--- src/rtl/psum_drain_if.sv ---
// Bundle of the psum-row input, serialized-word output and buffer status
// signals of psum_drain. The slave view is the drain block itself; the
// master view is the surrounding logic (array bottom row plus consumer).
interface psum_drain_if #(
  parameter int DATA_WIDTH = 32,
  parameter int NUM_COLS   = 8
);
  localparam int COL_W = (NUM_COLS > 1) ? $clog2(NUM_COLS) : 1;

  logic                           i_psum_valid;
  logic [NUM_COLS*DATA_WIDTH-1:0] i_psum;
  logic                           i_last_pass;
  logic                           i_ready;
  logic [DATA_WIDTH-1:0]          o_data;
  logic [COL_W-1:0]               o_col;
  logic                           o_valid;
  logic                           o_last;
  logic                           o_full;
  logic                           o_empty;
  logic                           o_overflow;

  modport slave (
    input  i_psum_valid, i_psum, i_last_pass, i_ready,
    output o_data, o_col, o_valid, o_last, o_full, o_empty, o_overflow
  );

  modport master (
    output i_psum_valid, i_psum, i_last_pass, i_ready,
    input  o_data, o_col, o_valid, o_last, o_full, o_empty, o_overflow
  );
endinterface

--- src/rtl/psum_drain.sv ---
// Partial-sum drain: accumulates psum rows per column across passes, stores
// each finished row in a small circular row buffer and serializes the head
// row one column word at a time over a valid/ready handshake.
// ROW_DEPTH must be a power of two (>= 2) so the pointers wrap naturally.
// The interface instance must be built with the same DATA_WIDTH/NUM_COLS.
module psum_drain #(
  parameter int DATA_WIDTH = 32,
  parameter int NUM_COLS   = 8,
  parameter int ROW_DEPTH  = 4
) (
  input  logic        i_clk,
  input  logic        i_rest,
  psum_drain_if.slave bus
);

  localparam int COL_W = (NUM_COLS > 1) ? $clog2(NUM_COLS) : 1;
  localparam int PTR_W = $clog2(ROW_DEPTH);
  localparam int ROW_W = NUM_COLS * DATA_WIDTH;

  localparam logic [0:0] ST_IDLE = 1'b0;
  localparam logic [0:0] ST_SEND = 1'b1;

  localparam logic [COL_W-1:0] LAST_COL  = COL_W'(NUM_COLS - 1);
  localparam logic [PTR_W:0]   DEPTH_CNT = (PTR_W + 1)'(ROW_DEPTH);
  localparam logic [PTR_W:0]   ONE_CNT   = (PTR_W + 1)'(1);

  logic [ROW_W-1:0]      row_sum;
  logic [ROW_W-1:0]      mem [ROW_DEPTH];

  logic [PTR_W-1:0]      wr_ptr_reg;
  logic [PTR_W-1:0]      rd_ptr_reg;
  logic [PTR_W-1:0]      rd_ptr_next;
  logic [PTR_W-1:0]      rd_ptr_inc;
  logic [PTR_W:0]        count_reg;
  logic [PTR_W:0]        count_next;
  logic                  full_reg;
  logic                  empty_reg;
  logic                  overflow_reg;

  logic [0:0]            state_reg;
  logic [0:0]            state_next;
  logic [COL_W-1:0]      col_reg;
  logic [COL_W-1:0]      col_next;
  logic [DATA_WIDTH-1:0] data_reg;
  logic [DATA_WIDTH-1:0] data_next;

  logic                  push_req;
  logic                  push_ok;
  logic                  handshake;
  logic                  pop;

  // Select one column word out of a stored row.
  function automatic logic [DATA_WIDTH-1:0] word_at(
    input logic [ROW_W-1:0] row,
    input logic [COL_W-1:0] col
  );
    logic [DATA_WIDTH-1:0] w;
    w = '0;
    for (int c = 0; c < NUM_COLS; c++) begin
      if (col == COL_W'(c)) w = row[c*DATA_WIDTH +: DATA_WIDTH];
    end
    return w;
  endfunction

  // Per-column accumulators; the final-pass sum feeds the row buffer directly
  // so a finished row costs no extra cycle, and the accumulator restarts at 0.
  for (genvar gi = 0; gi < NUM_COLS; gi++) begin : g_col
    logic [DATA_WIDTH-1:0] acc_reg;
    logic [DATA_WIDTH-1:0] sum;

    assign sum = acc_reg + bus.i_psum[gi*DATA_WIDTH +: DATA_WIDTH];
    assign row_sum[gi*DATA_WIDTH +: DATA_WIDTH] = sum;

    // Accumulate every valid pass, clear on the final one.
    always_ff @(posedge i_clk) begin
      if (i_rest) begin
        acc_reg <= '0;
      end else if (bus.i_psum_valid) begin
        acc_reg <= bus.i_last_pass ? '0 : sum;
      end
    end
  end

  // Push/pop decisions: a push into a full buffer only succeeds when the
  // head row leaves on the same edge, otherwise the row is dropped.
  always_comb begin
    push_req   = bus.i_psum_valid && bus.i_last_pass && !i_rest;
    handshake  = (state_reg == ST_SEND) && bus.i_ready;
    pop        = handshake && (col_reg == LAST_COL);
    push_ok    = push_req && (!full_reg || pop);
    count_next = count_reg + {{PTR_W{1'b0}}, push_ok} - {{PTR_W{1'b0}}, pop};
    rd_ptr_inc = rd_ptr_reg + PTR_W'(1);
  end

  // Row buffer storage, written with the completed row.
  always_ff @(posedge i_clk) begin
    if (push_ok) begin
      mem[wr_ptr_reg] <= row_sum;
    end
  end

  // Drain sequencing. The output word is registered, so the next word is
  // read from the buffer here. Staying in SEND after a pop is only done when
  // a second row was already stored; a row written on that same edge is
  // picked up from IDLE one cycle later, which avoids a write-to-read bypass.
  always_comb begin
    state_next  = state_reg;
    col_next    = col_reg;
    data_next   = data_reg;
    rd_ptr_next = rd_ptr_reg;
    case (state_reg)
      ST_IDLE: begin
        if (!empty_reg) begin
          state_next = ST_SEND;
          col_next   = '0;
          data_next  = word_at(mem[rd_ptr_reg], '0);
        end
      end
      ST_SEND: begin
        if (bus.i_ready) begin
          if (col_reg == LAST_COL) begin
            rd_ptr_next = rd_ptr_inc;
            col_next    = '0;
            if (count_reg > ONE_CNT) begin
              data_next = word_at(mem[rd_ptr_inc], '0);
            end else begin
              state_next = ST_IDLE;
              data_next  = '0;
            end
          end else begin
            col_next  = col_reg + COL_W'(1);
            data_next = word_at(mem[rd_ptr_reg], col_reg + COL_W'(1));
          end
        end
      end
      default: begin
        state_next = ST_IDLE;
        col_next   = '0;
        data_next  = '0;
      end
    endcase
  end

  // FSM, pointer, occupancy and status registers.
  always_ff @(posedge i_clk) begin
    if (i_rest) begin
      state_reg    <= ST_IDLE;
      col_reg      <= '0;
      data_reg     <= '0;
      wr_ptr_reg   <= '0;
      rd_ptr_reg   <= '0;
      count_reg    <= '0;
      full_reg     <= 1'b0;
      empty_reg    <= 1'b1;
      overflow_reg <= 1'b0;
    end else begin
      state_reg  <= state_next;
      col_reg    <= col_next;
      data_reg   <= data_next;
      rd_ptr_reg <= rd_ptr_next;
      count_reg  <= count_next;
      full_reg   <= (count_next == DEPTH_CNT);
      empty_reg  <= (count_next == '0);
      if (push_ok) begin
        wr_ptr_reg <= wr_ptr_reg + PTR_W'(1);
      end
      if (push_req && !push_ok) begin
        overflow_reg <= 1'b1;
      end
    end
  end

  assign bus.o_valid    = (state_reg == ST_SEND);
  assign bus.o_last     = (state_reg == ST_SEND) && (col_reg == LAST_COL);
  assign bus.o_data     = data_reg;
  assign bus.o_col      = col_reg;
  assign bus.o_full     = full_reg;
  assign bus.o_empty    = empty_reg;
  assign bus.o_overflow = overflow_reg;

endmodule

--- src/flat_wrapper.sv ---
// flat-port wrapper written by rule: the top's interface ports become plain ports
module psum_drain_flat 
#(
  parameter int DATA_WIDTH = 32,
  parameter int NUM_COLS   = 8,
  parameter int ROW_DEPTH  = 4
)
  (i_clk, i_rest, bus_i_psum_valid, bus_i_psum, bus_i_last_pass, bus_i_ready, bus_o_data, bus_o_col, bus_o_valid, bus_o_last, bus_o_full, bus_o_empty, bus_o_overflow);
  psum_drain_if #(.DATA_WIDTH(DATA_WIDTH), .NUM_COLS(NUM_COLS)) bus_i ();
  input  logic i_clk;
  input  logic i_rest;
  input wire logic [$bits(bus_i.i_psum_valid)-1:0] bus_i_psum_valid;
  input wire logic [$bits(bus_i.i_psum)-1:0] bus_i_psum;
  input wire logic [$bits(bus_i.i_last_pass)-1:0] bus_i_last_pass;
  input wire logic [$bits(bus_i.i_ready)-1:0] bus_i_ready;
  output wire logic [$bits(bus_i.o_data)-1:0] bus_o_data;
  output wire logic [$bits(bus_i.o_col)-1:0] bus_o_col;
  output wire logic [$bits(bus_i.o_valid)-1:0] bus_o_valid;
  output wire logic [$bits(bus_i.o_last)-1:0] bus_o_last;
  output wire logic [$bits(bus_i.o_full)-1:0] bus_o_full;
  output wire logic [$bits(bus_i.o_empty)-1:0] bus_o_empty;
  output wire logic [$bits(bus_i.o_overflow)-1:0] bus_o_overflow;
  assign bus_i.i_psum_valid = bus_i_psum_valid;
  assign bus_i.i_psum = bus_i_psum;
  assign bus_i.i_last_pass = bus_i_last_pass;
  assign bus_i.i_ready = bus_i_ready;
  assign bus_o_data = bus_i.o_data;
  assign bus_o_col = bus_i.o_col;
  assign bus_o_valid = bus_i.o_valid;
  assign bus_o_last = bus_i.o_last;
  assign bus_o_full = bus_i.o_full;
  assign bus_o_empty = bus_i.o_empty;
  assign bus_o_overflow = bus_i.o_overflow;
  psum_drain #(.DATA_WIDTH(DATA_WIDTH), .NUM_COLS(NUM_COLS), .ROW_DEPTH(ROW_DEPTH)) u_core (.i_clk(i_clk), .i_rest(i_rest), .bus(bus_i));
endmodule
--- config.mk ---
export PLATFORM = sky130hd
export DESIGN_NAME = psum_drain_flat
export DESIGN_NICKNAME = d
export VERILOG_FILES = /design/src/rtl/psum_drain_if.sv /design/src/rtl/psum_drain.sv /design/src/flat_wrapper.sv
export SDC_FILE = /design/constraint.sdc
export NUM_CORES = 2
export LEC_CHECK = 0
export BUFFER_PORTS_ARGS = -buffer_cell sky130_fd_sc_hd__buf_2
export CELL_PAD_IN_SITES_DETAIL_PLACEMENT = 1
export CELL_PAD_IN_SITES_GLOBAL_PLACEMENT = 1
export CORE_AREA = 2 2 240 479
export CTS_CLUSTER_SIZE = 30
export DETAILED_ROUTE_END_ITERATION = 10
export DIE_AREA = 0 0 242 481
export PLACE_DENSITY_LB_ADDON = 0.1
export SLEW_MARGIN = 20
export SYNTH_ARGS = -nofsm -noshare
export SYNTH_HDL_FRONTEND = slang
export SYNTH_SLANG_ARGS = --single-unit
--- constraint.sdc ---
create_clock -name i_clk -period 20 [get_ports i_clk]
set_input_delay 4 -clock i_clk [delete_from_list [all_inputs] [get_ports i_clk]]
set_output_delay 4 -clock i_clk [all_outputs]
set_load 0.01 [all_outputs]
== Yosys cells after proc, flatten, opt, wreduce, memory -nomap -nowiden ==
Memories as Yosys holds them, arrays and structs flattened. A register that Yosys moved wholly into a read port is not among the register bits.
Index checks and enable logic that the tools add are counted.
Widths: inputs -> output; s select.

* Add/subtract/negate cells: 13
* Magnitude comparators: 1
* Eq/ne operators: 11
* Mux-type cells: 34
* Bitwise gates (word level): 1
* Reduce and logical (&&, ||, !) cells: 15

{| class="wikitable"
|+ Operator list
! operator !! count
|-
| $mux 32 || 20
|-
| $add 32x32->32 || 8
|-
| $pmux 32 s2 || 1
|-
| $eq 3x3->1 const B || 6
|-
| $mux 3 || 3
|-
| $logic_and 1x1->1 || 7
|-
| $eq 3x2->1 const B || 2
|-
| $logic_not 3->1 || 2
|-
| $mux 1 || 6
|-
| $pmux 3 s2 || 1
|-
| $add 2x1->2 const B || 2
|-
| $mux 2 || 2
|-
| $ne 2x2->1 const B || 2
|-
| $add 3x1->3 || 1
|-
| $add 3x1->3 const B || 1
|-
| $eq 3x1->1 const B || 1
|-
| $gt 3x1->1 const B || 1
|-
| $logic_not 1->1 || 3
|-
| $reduce_and 3->1 || 1
|-
| $sub 3x1->3 || 1
|-
| $pmux 1 s2 || 1
|-
| $reduce_and 2->1 || 1
|-
| $logic_or 1x1->1 || 1
|-
| $not 1->1 || 1
|}

* Register bits: 302
* Bits in writable memories: 1024
* Input port bits: 261
* Output and inout bits: 40
* Logic and storage cells: 93
* Memories kept: 1

{| class="wikitable"
|+ Memory list
! name !! depth !! bits a word !! read ports !! clocked after Yosys merged registers in !! write ports !! line !! text
|-
| u_core.mem || 4 || 256 || 2 || 1 || 1 || psum_drain.sv:28 || <nowiki>logic [ROW_W-1:0] mem [ROW_DEPTH];</nowiki>
|}

== Depth between registers and ports, before layout ==
* Depth in word-level cells: 13
* Gate-level depth with buffers: 14
* Depth with buffers taken out: 13

== Worst setup path after synthesis ==
OpenSTA, ideal clock, no wires.

* Path type: input to register
* Start point: in bus_i_psum_valid
* End point: mem u_core.mem[0][0] (netlist bit) (enable)
* Setup time: 649 ps
* Data arrival time: 10765 ps
* Required time: 19351 ps
* Path slack: 8586 ps
* Cell stages on the path: 4
* Path buffers: 1
* Cell sequence: clkbuf_1 -> nand2_1 -> a211oi_1 -> and2_1

* Cells in the longest elaborated chain, start to end: 5

{| class="wikitable"
|+ Ends and longest elaborated chain
! item !! line !! text
|-
| from (decl) || flat_wrapper.sv:12 || <nowiki>input wire logic [$bits(bus_i.i_psum_valid)-1:0] bus_i_psum_valid;</nowiki>
|-
| $logic_and 1x1->1 (2 in a row) || psum_drain.sv:87 || <nowiki>push_req = bus.i_psum_valid && bus.i_last_pass && !i_rest;</nowiki>
|-
| $logic_and 1x1->1 || psum_drain.sv:90 || <nowiki>push_ok = push_req && (!full_reg || pop);</nowiki>
|-
| net u_core.push_ok || psum_drain.sv:48 || <nowiki>logic push_ok;</nowiki>
|-
| $mux 1 || psum_drain.sv:97 || <nowiki>if (push_ok) begin</nowiki>
|-
| $mux 1 (not written as such) || psum_drain.sv:98 || <nowiki>mem[wr_ptr_reg] <= row_sum;</nowiki>
|-
| to (decl) || psum_drain.sv:28 ||
|}

The timed path passes the listed nets, and every way through them passes these cells.

==> flow_metrics.py <==
metrics = {
    "sta": {
        "rsz0062_at_grt": "false",
        "period_needed_ns": 7.43,
        "finalMaxSlewViolations": 0,
        "slew_headroom_pct": 17.5,
        "clock.fmax_mhz": 135,
        "hold_violations": 0,
        "setup_viol_count_final": 0,
        "worst_pin_slew_ns": 1.24,
        "finalCritPeriodShare_pct": 37.2,
        "fin_worst_skew_ns": 0.0271,
        "final.setup.tns_ns": 0,
        "whs_ns": 0.481,
    },
    "finish": {
        "largest_reg_flops": 1024,
        "drive_above_1_share_pct": 17.4,
        "area_growth_syn_to_layout_pct": 11.0,
        "design_area_sq_um": 69800,
        "nFillCells": 11000,
        "fin_util_pct": 61.8,
        "fin_nets": 5413,
    },
    "synth": {
        "yosysTopAreaCell": "edfxtp_1",
        "synth_area_per_cell_sq_um": 13.5,
        "synth_edf_count": 1024,
        "yosysMostFrequentCell": "edfxtp_1",
        "synth_common_cells": "edfxtp_1, a21oi_1, nor2_1",
        "synthFlopType": "edfxtp_1",
        "yosys_warnings": 0,
        "yosysTopAreaCellShare_pct": 48.9,
        "synth_area_sq_um": 62900,
        "synth_fp_nets": 5195,
        "ys_seq_area_share_pct": 58.6,
        "synth.distinct_cells": 88,
        "ys_async_sr_fraction_pct": 0,
        "synth_cells": 4664,
        "ys_ff_latch": 1328,
        "yosys-top-cells-area": "edfxtp_1, mux4_2, dfxtp_1, ha_1, a21oi_1",
    },
    "worst_setup_path": {
        "critPathLaunchType": "primary input",
        "cp.arrival_ns": 8.10,
        "reg2reg_slack_ns": 14.54,
        "critPathMaxFanout": 145,
        "crit_type": "primary input to flip-flop",
        "path_buf_inv": 3,
        "crit_chain": "buf_6, nor2b_4, buf_12, and2b_4, buf_4, nand4b_1, mux2i_1, a211oi_1, a31oi_1",
        "max_stage_delay_ns": 0.97,
        "worstPathRequired_ns": 20.67,
        "cp_top_family": "buffers and inverters",
        "end_kind": "flip-flop",
        "crit_slowest_cell": "and2b_4",
    },
    "floorplanning": {
        "pin_count": 301,
        "die_w_um": 242,
        "die-area_sq_um": 116000,
        "initial_core_util_pct": 55.7,
        "coreArea_sq_um": 113000,
        "fp.dieH_um": 481,
        "row_count": 175,
    },
    "pwr": {
        "clkPwrFrac_pct": 37.3,
        "p_leak_nw": 25.4,
        "p_int_w": 0.00474,
        "power.density_nw_per_um2": 91.3,
        "ir_drop_v": 0.0000807,
        "netSwitchingPower_w": 0.00164,
        "combPwrFrac_pct": 12.7,
        "p_seq_share_pct": 50.0,
        "p_total_w": 0.00638,
        "swShare_pct": 25.7,
    },
    "grt": {
        "grt_max_degree": 158,
        "grt.total_usage_pct": 32.0,
        "grt_antenna_before_repair": 8,
        "grt_pass1_vias": 44300,
        "grt_pass1_wl_um": 280000,
        "grt-ovfl-total": 0,
    },
    "clock_network": {
        "cts_root_buf": "clkbuf_16",
        "clk_path_buf_depth": 3,
        "cts.clk_slew.worst_paths_ns": 0.07,
        "cts.sinks": 1328,
        "cts_tree": "yes",
        "post_cts_buffers": 0,
        "cts_resized": 0,
        "cts_buffers": 114,
        "insertion_delay_ns": 0.76,
        "htreeDepth": 3,
        "hold_buffers": 0,
    },
    "route": {
        "via_per_inst": 6.56,
        "finalWirelength_um": 187000,
        "wl_per_cell_um": 28.7,
        "drt_first_pass_iters": 5,
        "detail-route-antenna-nets": 0,
        "vias": 42600,
        "drtIter0Drc": 4151,
        "post-route-drc-count": 0,
    },
    "status": {
        "status": "finished clean",
    },
    "worst_hold_path": {
        "min_path_type": "flip-flop to flip-flop",
    },
    "place": {
        "portBuffers": 300,
        "gp_congestion": 0.865,
        "placed_cell_area_sq_um": 65800,
        "hpwl_um": 124000,
    },
    "run": {
        "drv_cap": 0,
    },
}
-- stage by stage --
stage | instances | worst slack [ns]
final | 6492 | 12.57
after global routing | 6491 | 12.40
after CTS | 6484 | 12.48
after detailed placement | 6269 | 11.77
after global placement | 6269 | 11.93
after floorplan | 4664 | 8.59
-- logic make-up after synthesis --
logic type | after synthesis | share of synthesized area, %
AND/OR/NAND/NOR | 1026 | 7.87
buffers and inverters | 307 | 1.90
adder cells (fa/ha/maj) | 270 | 5.48
multiplexers | 292 | 10.4
XOR/XNOR | 226 | 3.15
AO/OA/AOI/OAI | 1215 | 12.7
flip-flops | 1328 | 58.6
-- worst register-to-register path: stages, from the launching register on --
cell	delay (ns)
dfxtp_4	0.73
buf_4	0.86
buf_12	0.61
buf_4	1.05
mux4_2	0.66
a22oi_1	0.38
a21oi_1	0.31
a21oi_1	0.22
nor2_1	0.13
a211oi_1	0.30
nor3_1	0.07
-- worst paths after layout --
kind | from | to | depth (start not counted)
max | bus_i_psum_valid | u_core.g_col[2].acc_reg[31] | 9
min | u_core.g_col[4].acc_reg[0] | u_core.g_col[4].acc_reg[0] | 2
max reg2reg | flip-flop | u_core.bus.o_data[7] | 10
min reg2reg | u_core.g_col[4].acc_reg[0] | u_core.g_col[4].acc_reg[0] | 2
-- power by group through the flow --
| stage | registers [W] | logic (W) | clock network [W] |
|---|---|---|---|
| 6_report | 0.00319 | 0.000807 | 0.00238 |
| 5_1_grt | 0.00319 | 0.000869 | 0.00250 |
| 4_1_cts | 0.00319 | 0.000794 | 0.00241 |
| 3_5_place_dp | 0.00324 | 0.000783 | 0 |
| 3_3_place_gp | 0.00324 | 0.000739 | 0 |
| 2_1_floorplan | 0.00323 | 0.000495 | 0 |
-- per-layer routing --
metal	routed length [um]	global-route usage, %	share of wire [%]	vias to the layer above
met2	90200	52.3	48	1885
met3	14000	5.09	7.5	341
met1	73500	42.2	39	21800
li1	-	-	-	18500
met5	17	0	0.0091	-
met4	8980	15.2	4.8	4
-- placed cells by master, fill, tap and decap left out, types with 62 or more instances in the layout --
cell / n
a211oi_1: 62
a21o_1: 125
a21oi_1: 432
a22o_1: 91
a22oi_1: 66
buf_2: 298
clkbuf_16: 119
dfxtp_1: 301
edfxtp_1: 1024
ha_1: 260
inv_1: 66
mux4_2: 288
nand2_1: 203
nor2_1: 353
nor2b_1: 168
nor3_1: 70
o21ai_0: 132
xnor2_1: 146
xor2_1: 80
-- cell type report --
cell class,count,area (sq um),share of cell area [%]
inverter,66,248,0.355
clock buffer,147,3170,4.54
antenna,7,17.5,0.0251
sequential,1328,36800,52.7
clock inverter,68,813,1.16
multi-input combinational,3029,24900,35.7
tap,1504,1880,2.69
timing repair buffer,343,1930,2.77
No activity file was read; power rests on OpenSTA's default activity.
